### src/rtl/uart_pkg.sv
// Shared UART definitions: frame geometry, line level and TX state encoding.
// Used by the transmitter now and by the receiver later.
package uart_pkg;

  localparam int DATA_BITS = 8;
  localparam int CPD_WIDTH = 10;

  localparam logic LINE_IDLE = 1'b1;

  typedef enum logic [2:0] {
    TX_IDLE   = 3'd0,
    TX_START  = 3'd1,
    TX_DATA   = 3'd2,
    TX_PARITY = 3'd3,
    TX_STOP   = 3'd4,
    TX_DONE   = 3'd5
  } tx_state_e;

endpackage

### src/rtl/uart_bit_timer.sv
// Bit-period timer: pulses bit_end_o on the last cycle of each bit period.
// A period of 0 behaves as 1, so bit_end_o is then high every cycle.
module uart_bit_timer
  import uart_pkg::*;
#(
  parameter int W = CPD_WIDTH
) (
  input  logic         clk,
  input  logic         resetn,
  input  logic         clear_i,
  input  logic [W-1:0] period_i,
  output logic         bit_end_o
);

  logic [W-1:0] cnt_q;
  logic [W-1:0] cnt_d;
  logic [W-1:0] last;

  // Last count value of a bit, with period 0 folded onto 1
  always_comb begin
    last = '0;
    if (period_i != '0) last = period_i - W'(1);
  end

  assign bit_end_o = (cnt_q == last);

  // Count up, wrapping at bit end or when cleared
  always_comb begin
    cnt_d = cnt_q + W'(1);
    if (clear_i || bit_end_o) cnt_d = '0;
  end

  // Counter register
  always_ff @(posedge clk or negedge resetn) begin
    if (!resetn) cnt_q <= '0;
    else         cnt_q <= cnt_d;
  end

endmodule

### src/rtl/uart_tx.sv
// UART transmitter, 8N1 frames with a runtime bit period.
// Define UART_TX_PARITY_EN to insert an even-parity bit before stop.
module uart_tx
  import uart_pkg::*;
#(
  parameter int DATA_BITS = uart_pkg::DATA_BITS,
  parameter int CPD_WIDTH = uart_pkg::CPD_WIDTH
) (
  input  logic                 clk,
  input  logic                 resetn,
  input  logic [CPD_WIDTH-1:0] cycles_per_databit,
  input  logic [DATA_BITS-1:0] tx_data,
  input  logic                 tx_start,
  output logic                 tx_ready,
  output logic                 tx_line,
  output logic                 tx_busy,
  output logic                 tx_done
);

  localparam int IDX_W = $clog2(DATA_BITS);
  localparam logic [IDX_W-1:0] IDX_LAST = IDX_W'(DATA_BITS - 1);

  tx_state_e            state_q, state_d;
  logic [DATA_BITS-1:0] shift_q, shift_d;
  logic [IDX_W-1:0]     idx_q, idx_d;
  logic [CPD_WIDTH-1:0] period_q, period_d;
  logic                 line_q, line_d;
  logic                 bit_end;
  logic                 tmr_clear;
`ifdef UART_TX_PARITY_EN
  logic                 par_q, par_d;
`endif

  assign tmr_clear = (state_q == TX_IDLE) || (state_q == TX_DONE);

  uart_bit_timer #(
    .W (CPD_WIDTH)
  ) u_timer (
    .clk       (clk),
    .resetn    (resetn),
    .clear_i   (tmr_clear),
    .period_i  (period_q),
    .bit_end_o (bit_end)
  );

  // Next-state, datapath and next line level
  always_comb begin
    state_d  = state_q;
    shift_d  = shift_q;
    idx_d    = idx_q;
    period_d = period_q;
`ifdef UART_TX_PARITY_EN
    par_d    = par_q;
`endif
    unique case (state_q)
      TX_IDLE: begin
        if (tx_start) begin
          state_d  = TX_START;
          shift_d  = tx_data;
          period_d = cycles_per_databit;
`ifdef UART_TX_PARITY_EN
          par_d    = ^tx_data;
`endif
        end
      end
      TX_START: begin
        if (bit_end) state_d = TX_DATA;
      end
      TX_DATA: begin
        if (bit_end) begin
          shift_d = shift_q >> 1;
          if (idx_q == IDX_LAST) begin
            idx_d = '0;
`ifdef UART_TX_PARITY_EN
            state_d = TX_PARITY;
`else
            state_d = TX_STOP;
`endif
          end else begin
            idx_d = idx_q + IDX_W'(1);
          end
        end
      end
`ifdef UART_TX_PARITY_EN
      TX_PARITY: begin
        if (bit_end) state_d = TX_STOP;
      end
`endif
      TX_STOP: begin
        if (bit_end) state_d = TX_DONE;
      end
      TX_DONE: state_d = TX_IDLE;
      default: state_d = TX_IDLE;
    endcase

    line_d = LINE_IDLE;
    unique case (state_d)
      TX_START: line_d = 1'b0;
      TX_DATA:  line_d = shift_d[0];
`ifdef UART_TX_PARITY_EN
      TX_PARITY: line_d = par_q;
`endif
      default:  line_d = LINE_IDLE;
    endcase
  end

  // State and datapath registers; line is registered for a glitch-free pin
  always_ff @(posedge clk or negedge resetn) begin
    if (!resetn) begin
      state_q  <= TX_IDLE;
      shift_q  <= '0;
      idx_q    <= '0;
      period_q <= '0;
      line_q   <= LINE_IDLE;
`ifdef UART_TX_PARITY_EN
      par_q    <= 1'b0;
`endif
    end else begin
      state_q  <= state_d;
      shift_q  <= shift_d;
      idx_q    <= idx_d;
      period_q <= period_d;
      line_q   <= line_d;
`ifdef UART_TX_PARITY_EN
      par_q    <= par_d;
`endif
    end
  end

  assign tx_line  = line_q;
  assign tx_ready = (state_q == TX_IDLE);
  assign tx_done  = (state_q == TX_DONE);
  assign tx_busy  = !((state_q == TX_IDLE) || (state_q == TX_DONE));

endmodule
### config.mk
export PLATFORM = sky130hd
export DESIGN_NAME = uart_tx
export DESIGN_NICKNAME = d
export VERILOG_FILES = /design/src/rtl/uart_pkg.sv /design/src/rtl/uart_bit_timer.sv /design/src/rtl/uart_tx.sv
export SDC_FILE = /design/constraint.sdc
export NUM_CORES = 1
export LEC_CHECK = 0
export CAP_MARGIN = 20
export CORE_UTILIZATION = 35
export CTS_BUF_LIST = sky130_fd_sc_hd__clkbuf_4 sky130_fd_sc_hd__clkbuf_8
export DETAILED_ROUTE_END_ITERATION = 8
export PLACE_DENSITY = 0.59
export SYNTH_ARGS = -nofsm -noshare
export SYNTH_HDL_FRONTEND = slang
export SYNTH_SLANG_ARGS = --single-unit
### constraint.sdc
create_clock -name clk -period 9.5 [get_ports clk]
set_input_delay 1.9 -clock clk [delete_from_list [all_inputs] [get_ports clk]]
set_output_delay 1.9 -clock clk [all_outputs]
set_load 0.005 [all_outputs]
==> results of run 1 <==
-- metal layers --
metal  track usage (%)  vias to the layer above  wire [um]
met1              19.3                      712       1870
met2              23.7                       20       1640
met5                 0                        -          0
met3              3.21                        5        103
li1                  -                      736          -
met4              5.66                        0         68
-- flip-flops by register name, summed over array words and instances, names as in the netlist --
name	cells
state_q	3
idx_q	3
tx_line	1
u_timer.cnt_q	10
period_q	10
shift_q	8
-- stage by stage --
step | instance area, um^2 | utilization, % | hold WS, ps | power [mW] | setup slack (ps)
global route | 2370 | 43.3 | 508 | 0.668 | 5530
CTS | 2370 | 43.3 | 482 | 0.615 | 5820
floorplan | 1990 | - | 440 | 0.443 | 6400
global placement | 2280 | 41.7 | 456 | 0.498 | 5820
finish | 2370 | 43.3 | 477 | 0.609 | 5850
detailed placement | 2280 | 41.7 | 462 | 0.502 | 5820
-- area by class of cell --
cell class	count	area (um^2)	area share (%)
multi-input combinational	143	1040	43.8
sequential	35	877	37.0
timing repair buffer	25	248	10.4
clock buffer	8	91.3	3.85
tap	72	90.1	3.80
inverter	7	26.3	1.11
-- where the power goes --
| part | total [mW] | switching (mW) | internal [mW] |
|---|---|---|---|
| logic | 0.227 | 0.102 | 0.126 |
| registers | 0.272 | 0.0694 | 0.202 |
| clock network | 0.109 | 0.0488 | 0.0606 |
-- worst max-delay path, delay by kind of cell (launching register included) --
kind                   cells  cell delay [ps]
AND/OR/NAND/NOR            2              510
flip-flops                 1              490
buffers and inverters      1              460
-- layout by cell type (no fill, tap or decap), types with 4 or more instances in the layout --
cell	count
sky130_fd_sc_hd__a21o_1	6
sky130_fd_sc_hd__ha_1	4
sky130_fd_sc_hd__a22o_1	6
sky130_fd_sc_hd__xnor2_1	10
sky130_fd_sc_hd__o21ai_0	5
sky130_fd_sc_hd__mux2_2	10
sky130_fd_sc_hd__nor3_1	7
sky130_fd_sc_hd__clkdlybuf4s50_1	24
sky130_fd_sc_hd__nand3_1	7
sky130_fd_sc_hd__nor2_1	23
sky130_fd_sc_hd__xor2_1	9
sky130_fd_sc_hd__nand2_1	8
sky130_fd_sc_hd__dfrtp_1	34
sky130_fd_sc_hd__inv_1	7
sky130_fd_sc_hd__clkbuf_8	5
sky130_fd_sc_hd__a21oi_1	6
-- logic make-up after synthesis --
| family | count (synthesis) |
|---|---|
| AOI/OAI and AO/OA | 37 |
| buffers and inverters | 15 |
| adders and majority gates | 4 |
| and+or+nand+nor | 72 |
| xor gates and xnor gates | 19 |
| muxes | 11 |
| DFF | 35 |
-- worst max path at each step --
stage	start	endpoint	slack, ps	cells after the start
finish	state_q[1]	tx_busy	5850	3
floorplan	period_q[4]	idx_q[0]	6400	10
detailed placement	tx_start	shift_q[6]	5820	4
CTS	state_q[1]	tx_busy	5820	3
global route	period_q[0]	shift_q[1]	5530	10
global placement	tx_start	shift_q[2]	5820	4
==> summary.md, run 1 <==
Run status
• **outcome** finished clean

Worst hold path
• **number of cells on the worst hold path** 1
• **worst hold path type** flop to flop
• **Worst Hold Launch** shift_q[1]
• **Endpoint, Worst Hold** shift_q[1]

Timing
• **Final Hold Violating Endpoints** 0
• **largest clock skew in the final design** 2.57 ps
• **RSZ-0062 raised after global routing** false
• **Max Transition Viols Final** 0
• **fmax** 274 MHz
• **Worst Max-Slew Pin Slew** 772 ps
• **Rel. slew slack** 48.6%
• **post-route clock period utilization** 38.4%
• **count of final setup violators** 0
• **Setup Total Neg Slack** 0 ps
• **final critical-path required period** 3650 ps

Setup path
• **startpoint of the lowest-slack register-to-register path** period_q[0]
• **CP Max Fanout** 9
• **chain of cells forming the critical path** nor3_1, nor2_1, clkdlybuf4s50_1
• **Worst Path Class, Setup** flop to output port
• **WP data required** 7600 ps
• **nature of the critical path endpoint** output port
• **depth of the worst register-to-register path** 10
• **Critical Path Source Type** flop
• **endpoint of the lowest-slack register-to-register path** shift_q[6]
• **Max stage delay on crit path** 490 ps
• **data arrival time of the worst path** 1750 ps
• **flop-to-flop setup slack** 5930 ps
• **slowest CP cell** sky130_fd_sc_hd__dfrtp_1

Final layout
• **layout overhead on the synthesized area** 19.5%
• **proportion of layout cells with a drive suffix above 1** 13.3%
• **count of inserted antenna diode cells** 0
• **Fillers** 561
• **final instance count without filler cells** 290
• **final net count** 242

Clock tree
• **Max H-tree Level** 2
• **quantity of gates resized following cts** 0
• **total CTS buffers** 5
• **number of buffers on the longest clock path** 2
• **clock tree root buffer cell** sky130_fd_sc_hd__clkbuf_8
• **Skew-Pair Late Insertion Delay** 280 ps
• **buffers inserted by post-CTS timing repair** 0
• **number of sinks driven by the clock tree** 35
• **Hold-fix buffers, CTS** 0
• **TritonCTS clock tree** built
• **clock transition at the registers of the reported paths** 60 ps

Yosys
• **cell count after synthesis** 193
• **#FFs+latches synth** 35
• **share of the synthesized area in the top cell type** 42.8%
• **net count after synthesis** 218
• **Distinct cells, synth** 49
• **ys flop type** sky130_fd_sc_hd__dfrtp_1
• **cell with the most instances after synthesis** sky130_fd_sc_hd__dfrtp_1
• **Netlist Area Pre-Place** 1990 um^2
• **number of flops mapped to enable cells by yosys** 0
• **arithmetic-cell share of the synthesized area counting full adders, half adders and majority gates** 2.52%
• **multiplexer area fraction after synthesis** 6.18%
• **post-synthesis simple-gate area fraction** 20.2%
• **share of the synthesized area in compound gates (AO/OA/AOI/OAI)** 15.1%
• **total number of yosys warnings** 0
• **share of synthesized area occupied by flip-flops and latches** 44.2%
• **mean post-synth cell area** 10.3 um^2
• **proportion of register bits with asynchronous set or reset after synthesis** 100%
• **largest cells by area after synthesis** sky130_fd_sc_hd__dfrtp_1 43%, sky130_fd_sc_hd__mux2_2 5.7%, sky130_fd_sc_hd__xnor2_1 4.4%
• **combinational family with the most area after synthesis** simple AND/OR/NAND/NOR gates
• **area share of xor/xnor cells in the synthesized design** 8.38%
• **Synth top cells by count** 34 x sky130_fd_sc_hd__dfrtp_1, 23 x sky130_fd_sc_hd__nor2_1, 10 x sky130_fd_sc_hd__mux2_2, 10 x sky130_fd_sc_hd__xnor2_1, 9 x sky130_fd_sc_hd__xor2_1
• **Yosys top cell by area** sky130_fd_sc_hd__dfrtp_1

Floorplanning
• **overall die height** 77.3 um
• **area of the core** 5470 um^2
• **starting density of the core** 36.3%
• **total die area** 5980 um^2
• **# rows** 27
• **horizontal die dimension** 77.3 um
• **I/O Pins** 25

Route
• **Via-to-Cell Ratio** 5.08
• **Detail Route Antenna Nets** 0
• **1st-iter DRT viols** 65
• **routed length per instance** 12.7 um
• **routed vias** 1473
• **DRC violation count after routing** 0
• **count of TritonRoute iterations in the first routing pass** 4
• **Final Routed Wirelength** 3.68 mm

Pwr
• **areal power density over the cells** 257 nW/um^2
• **highest ir drop seen on vdd** 0.104 mV
• **Static Leakage** 1.02 nW

GRT
• **overall fraction of global-route tracks in use** 14.8%
• **first-pass GRT wire length** 6.98 mm
• **pin count of the biggest net entering global routing** 36
• **vias in the first global route** 1533
• **remaining global-route overflow** 0
• **initial antenna violation count** 0

Placement
• **Port Buffers** 24
• **instance count after placement with tap cells included** 282
• **Final Wtd Congestion** 0.741
• **DP HPWL** 2.68 mm

Run
• **number of max-capacitance violations reported** 0

No activity file was read; power rests on OpenSTA's default activity.
==> run 2, diff against run 1 <==
- clock period: 9.5 -> 3.75 ns (I/O delays scaled with it)
==> summary.md, run 2 (synthesized netlist as in run 1, its figures left out) <==
Run
• **number of max-capacitance violations reported** 0

Setup path
• **CP Launch Point** period_q[0]
• **nature of the critical path endpoint** flop
• **WP data required** 3930 ps
• **endpoint of the lowest-slack register-to-register path** shift_q[3]
• **slowest CP cell** sky130_fd_sc_hd__or4b_4
• **data arrival time of the worst path** 3490 ps
• **depth of the worst register-to-register path** 10
• **chain of cells forming the critical path** inv_1, ha_1, nor3b_2, or4b_4, or3_1, o211ai_1, nand3_1, nor3_4, nor2_1, a21o_1
• **count of buffer and inverter cells on the critical path** 1
• **Critical Path Source Type** flop
• **Worst Path Class, Setup** flop to flop
• **top cell family by delay on the critical path** simple AND/OR/NAND/NOR gates
• **Max stage delay on crit path** 590 ps
• **flop-to-flop setup slack** 440 ps
• **startpoint of the lowest-slack register-to-register path** period_q[0]
• **CP Max Fanout** 8

Floorplanning
• **I/O Pins** 25
• **total die area** 5980 um^2
• **horizontal die dimension** 77.3 um
• **# rows** 27
• **overall die height** 77.3 um
• **area of the core** 5470 um^2
• **starting density of the core** 36.3%

Clock tree
• **clock transition at the registers of the reported paths** 70 ps
• **number of sinks driven by the clock tree** 35
• **Skew-Pair Late Insertion Delay** 280 ps
• **Hold-fix buffers, CTS** 0
• **buffers inserted by post-CTS timing repair** 0
• **Max H-tree Level** 2
• **clock tree root buffer cell** sky130_fd_sc_hd__clkbuf_8
• **quantity of gates resized following cts** 0
• **TritonCTS clock tree** built
• **number of buffers on the longest clock path** 2
• **total CTS buffers** 5

GRT
• **remaining global-route overflow** 0
• **pin count of the biggest net entering global routing** 36
• **first-pass GRT wire length** 6.89 mm
• **overall fraction of global-route tracks in use** 14.6%
• **initial antenna violation count** 0
• **vias in the first global route** 1454

Final layout
• **Fillers** 535
• **largest registers** period_q: 10 flops, u_timer.cnt_q: 10 flops, shift_q: 8 flops
• **final core occ** 44.0%
• **leading cell types in the layout, fill and taps excluded** 34 x sky130_fd_sc_hd__dfrtp_1, 24 x sky130_fd_sc_hd__clkdlybuf4s50_1, 23 x sky130_fd_sc_hd__nor2_1
• **count of inserted antenna diode cells** 0
• **most common cell after layout, fill and taps aside** sky130_fd_sc_hd__dfrtp_1
• **proportion of layout cells with a drive suffix above 1** 14.1%
• **final net count** 244
• **layout overhead on the synthesized area** 21.2%

Pwr
• **logic gate share of total power** 37.0%
• **Sw Ratio** 36.1%
• **Static Leakage** 1.05 nW
• **fraction of power consumed by sequential logic** 43.7%
• **areal power density over the cells** 654 nW/um^2
• **switching power total** 0.568 mW
• **clock share of power** 19.3%
• **highest ir drop seen on vdd** 0.379 mV
• **internal power of the cells** 1.01 mW

Worst hold path
• **worst hold path type** flop to flop
• **number of cells on the worst hold path** 1
• **Worst Hold Launch** shift_q[1]
• **Endpoint, Worst Hold** shift_q[1]

Route
• **Detail Route Antenna Nets** 0
• **Via-to-Cell Ratio** 5.03
• **DRC violation count after routing** 0
• **Final Routed Wirelength** 3.73 mm
• **count of TritonRoute iterations in the first routing pass** 4
• **routed length per instance** 12.8 um
• **1st-iter DRT viols** 97
• **routed vias** 1470

Placement
• **DP HPWL** 2.74 mm
• **Port Buffers** 24
• **Final Wtd Congestion** 0.772

Run status
• **outcome** finished clean

Timing
• **Max Transition Viols Final** 0
• **largest clock skew in the final design** 3.84 ps
• **final critical-path required period** 3310 ps
• **post-route clock period utilization** 88.3%
• **RSZ-0062 raised after global routing** false
• **fmax** 302 MHz
• **Worst Max-Slew Pin Slew** 597 ps
• **Rel. slew slack** 60.2%
• **count of final setup violators** 0
• **Setup Total Neg Slack** 0 ps
• **Final Hold Violating Endpoints** 0

==> run 2: worst max-delay path by stage <==
stage,cells past startpoint,to,slack (ps)
finish,10,shift_q[3],440
global route,10,shift_q[3],120
CTS,10,shift_q[1],300
detailed placement,10,shift_q[4],350
global placement,10,shift_q[2],440
floorplan,10,idx_q[0],650
==> run 2: through the flow <==
stage	setup slack (ps)	instances	area (um^2)	power [mW]	hold WS, ps
finish	440	292	2410	1.57	470
global route	119	292	2410	1.71	496
CTS	300	292	2400	1.59	472
detailed placement	349	284	2300	1.27	457
global placement	441	284	2300	1.27	452
floorplan	653	193	1990	1.12	440
==> run 2: cell type report <==
cell class              count  area, um^2  area share, %
repair buffers             27         263           10.9
inverters                   7        26.3           1.09
flip-flops and latches     35         877           36.5
well taps                  72        90.1           3.74
multi-input cells         143        1050           43.5
clock buffers               8         104           4.32
==> run 2: worst register-to-register path, cell delays in order (launching register included) <==
cell and delay (ps):
sky130_fd_sc_hd__dfrtp_1 390, sky130_fd_sc_hd__inv_1 110, sky130_fd_sc_hd__ha_1 180, sky130_fd_sc_hd__nor3b_2 440, sky130_fd_sc_hd__or4b_4 590, sky130_fd_sc_hd__or3_1 330, sky130_fd_sc_hd__o211ai_1 90, sky130_fd_sc_hd__nand3_1 250
sky130_fd_sc_hd__nor3_4 400, sky130_fd_sc_hd__nor2_1 190, sky130_fd_sc_hd__a21o_1 230
==> run 2: power groups by stage <==
stage               Clock, mW  Combinational, mW  Sequential (mW)
finish                  0.304              0.583            0.688
global route            0.329              0.667            0.718
floorplan                   0              0.491            0.630
global placement            0              0.575            0.693
CTS                     0.316              0.587            0.686
detailed placement          0              0.579            0.695
==> run 2: routing by layer <==
metal / track usage, % / up-vias / wire [um]
met2: 21.9 / 19 / 1600
li1: - / 742 / -
met3: 3.21 / 4 / 92
met1: 20.4 / 705 / 1990
met4: 5.66 / 0 / 52
met5: 0 / - / 0
==> RTL change, RTL diff (flow settings as in run 1) <==
The option `UART_TX_PARITY_EN` is turned on by a define.
--- a/src/rtl/uart_tx.sv
+++ b/src/rtl/uart_tx.sv
@@ -2,2 +2,4 @@
 // Define UART_TX_PARITY_EN to insert an even-parity bit before stop.
+`define UART_TX_PARITY_EN
+
 module uart_tx
Function: same outputs for any inputs over 10 cycles, from zero or initial values and one cycle with resetn low; that may be too few to reach the edited logic, so the function may still have changed.
==> RTL change against run 1 <==
The flow now finishes with violations (design-rule violations). Sequential cell count increased by 1. Setup slack got worse by 0.15 ns. Non-clock buffer count decreased by 1. Area after synthesis increased by 18%. Design area increased by 14%. Wire length increased by 35%. Final cell count increased by 22%. Critical path depth unchanged.
Power is not compared: it rests on default switching activity, and its combinational part moved more than twofold at a synthesized area within 25%.
==> RTL change: results (changes against run 1) <==
<table>
<tr><th>Metric</th><th>Value</th></tr>
<tr><th colspan="2">Synth</th></tr>
<tr><td>Fraction of the yosys area taken by sequential cells</td><td>0.384 (was 0.442)</td></tr>
<tr><td>Area fraction in compound gates after synthesis</td><td>0.145 (was 0.151)</td></tr>
<tr><td>Number of distinct library cell variants in the gate-level netlist after synthesis</td><td>60 (was 49)</td></tr>
<tr><td>Share of cell area taken by muxes after synthesis</td><td>0.0139 (was 0.0618)</td></tr>
<tr><td>Synthesized Nets</td><td>287 (was 218)</td></tr>
<tr><td>Share of Yosys cell area claimed by the top area cell type</td><td>0.373 (was 0.428)</td></tr>
<tr><td>Adder-cell area share of the yosys netlist</td><td>0.0213 (was 0.0252)</td></tr>
<tr><th colspan="2">Timing</th></tr>
<tr><td>Layout Skew</td><td>0.00916 ns (was 0.00257 ns)</td></tr>
<tr><th colspan="2">Outcome</th></tr>
<tr><td>Violated checks</td><td>design-rule violations</td></tr>
<tr><td>Result of the run</td><td>finished, violations left (was complete, no violations)</td></tr>
<tr><th colspan="2">Detailed routing</th></tr>
<tr><td>Total routed wire length on the met1 layer</td><td>2560 µm (was 1870 µm)</td></tr>
<tr><td>Routed wirelength normalized by instance count</td><td>14.0 µm (was 12.7 µm)</td></tr>
<tr><td>Via count</td><td>1906 (was 1473)</td></tr>
<tr><td>Detailed-routed wire length on met2</td><td>2160 µm (was 1640 µm)</td></tr>
<tr><td>Total met3 wirelength after detailed routing</td><td>220 µm (was 103 µm)</td></tr>
<tr><td>Post-detailed-route DRC marker count</td><td>2 (was 0)</td></tr>
<tr><th colspan="2">Min path</th></tr>
<tr><td>Source of the worst hold timing path</td><td>par_q$_DFFE_PN0P_ (was shift_q[1]$_DFFE_PN0P_)</td></tr>
<tr><td>Hold worst-path end</td><td>par_q$_DFFE_PN0P_ (was shift_q[1]$_DFFE_PN0P_)</td></tr>
<tr><td>Cells on Worst Hold Path</td><td>2 (was 1)</td></tr>
<tr><th colspan="2">Place</th></tr>
<tr><td>Dpl cells</td><td>347 (was 282)</td></tr>
<tr><th colspan="2">Layout</th></tr>
<tr><td>Filler Cells Inserted</td><td>648 (was 561)</td></tr>
<tr><th colspan="2">Global route</th></tr>
<tr><td>Global-route track usage on met3</td><td>0.0307 (was 0.0321)</td></tr>
<tr><td>First-pass GRT wire length</td><td>8770 µm (was 6980 µm)</td></tr>
<tr><td>Pin count of the biggest net entering global routing</td><td>37 (was 36)</td></tr>
<tr><td>Number of global-route vias before repair</td><td>1837 (was 1533)</td></tr>
<tr><th colspan="2">Critical path</th></tr>
<tr><td>Critical register-to-register path endpoint</td><td>tx_line$_DFF_PN1_ (was shift_q[6]$_DFFE_PN0P_)</td></tr>
</table>
[RTL change: report_power, final]
group | internal, W | total [W] | switching, W | leakage [nW]
logic | 0.0000104 | 0.0000175 | 0.00000709 | 0.661
clock network | 0.0000927 | 0.000150 | 0.0000570 | 0.0645
registers | 0.000153 | 0.000153 | 0 | 0.443
total | 0.000256 | 0.000320 | 0.0000641 | 1.17
[RTL change: layout make-up]
type / count / share of cell area
multi-input combinational: 199 / 0.481
tap: 77 / 0.0356
clock inverter: 1 / 0.0111
sequential: 36 / 0.334
inverter: 11 / 0.0153
clock buffer: 7 / 0.0356
timing repair buffer: 24 / 0.0870
[RTL change: metrics by stage]
stage	util	setup slack, ns	cell area [µm²]	hold WS [ns]
CTS	0.421	5.73	2700	0.496
floorplan	-	6.42	2350	0.450
finish	0.421	5.70	2700	0.493
global placement	0.401	5.85	2580	0.476
global route	0.421	5.58	2700	0.526
detailed placement	0.401	5.75	2580	0.477
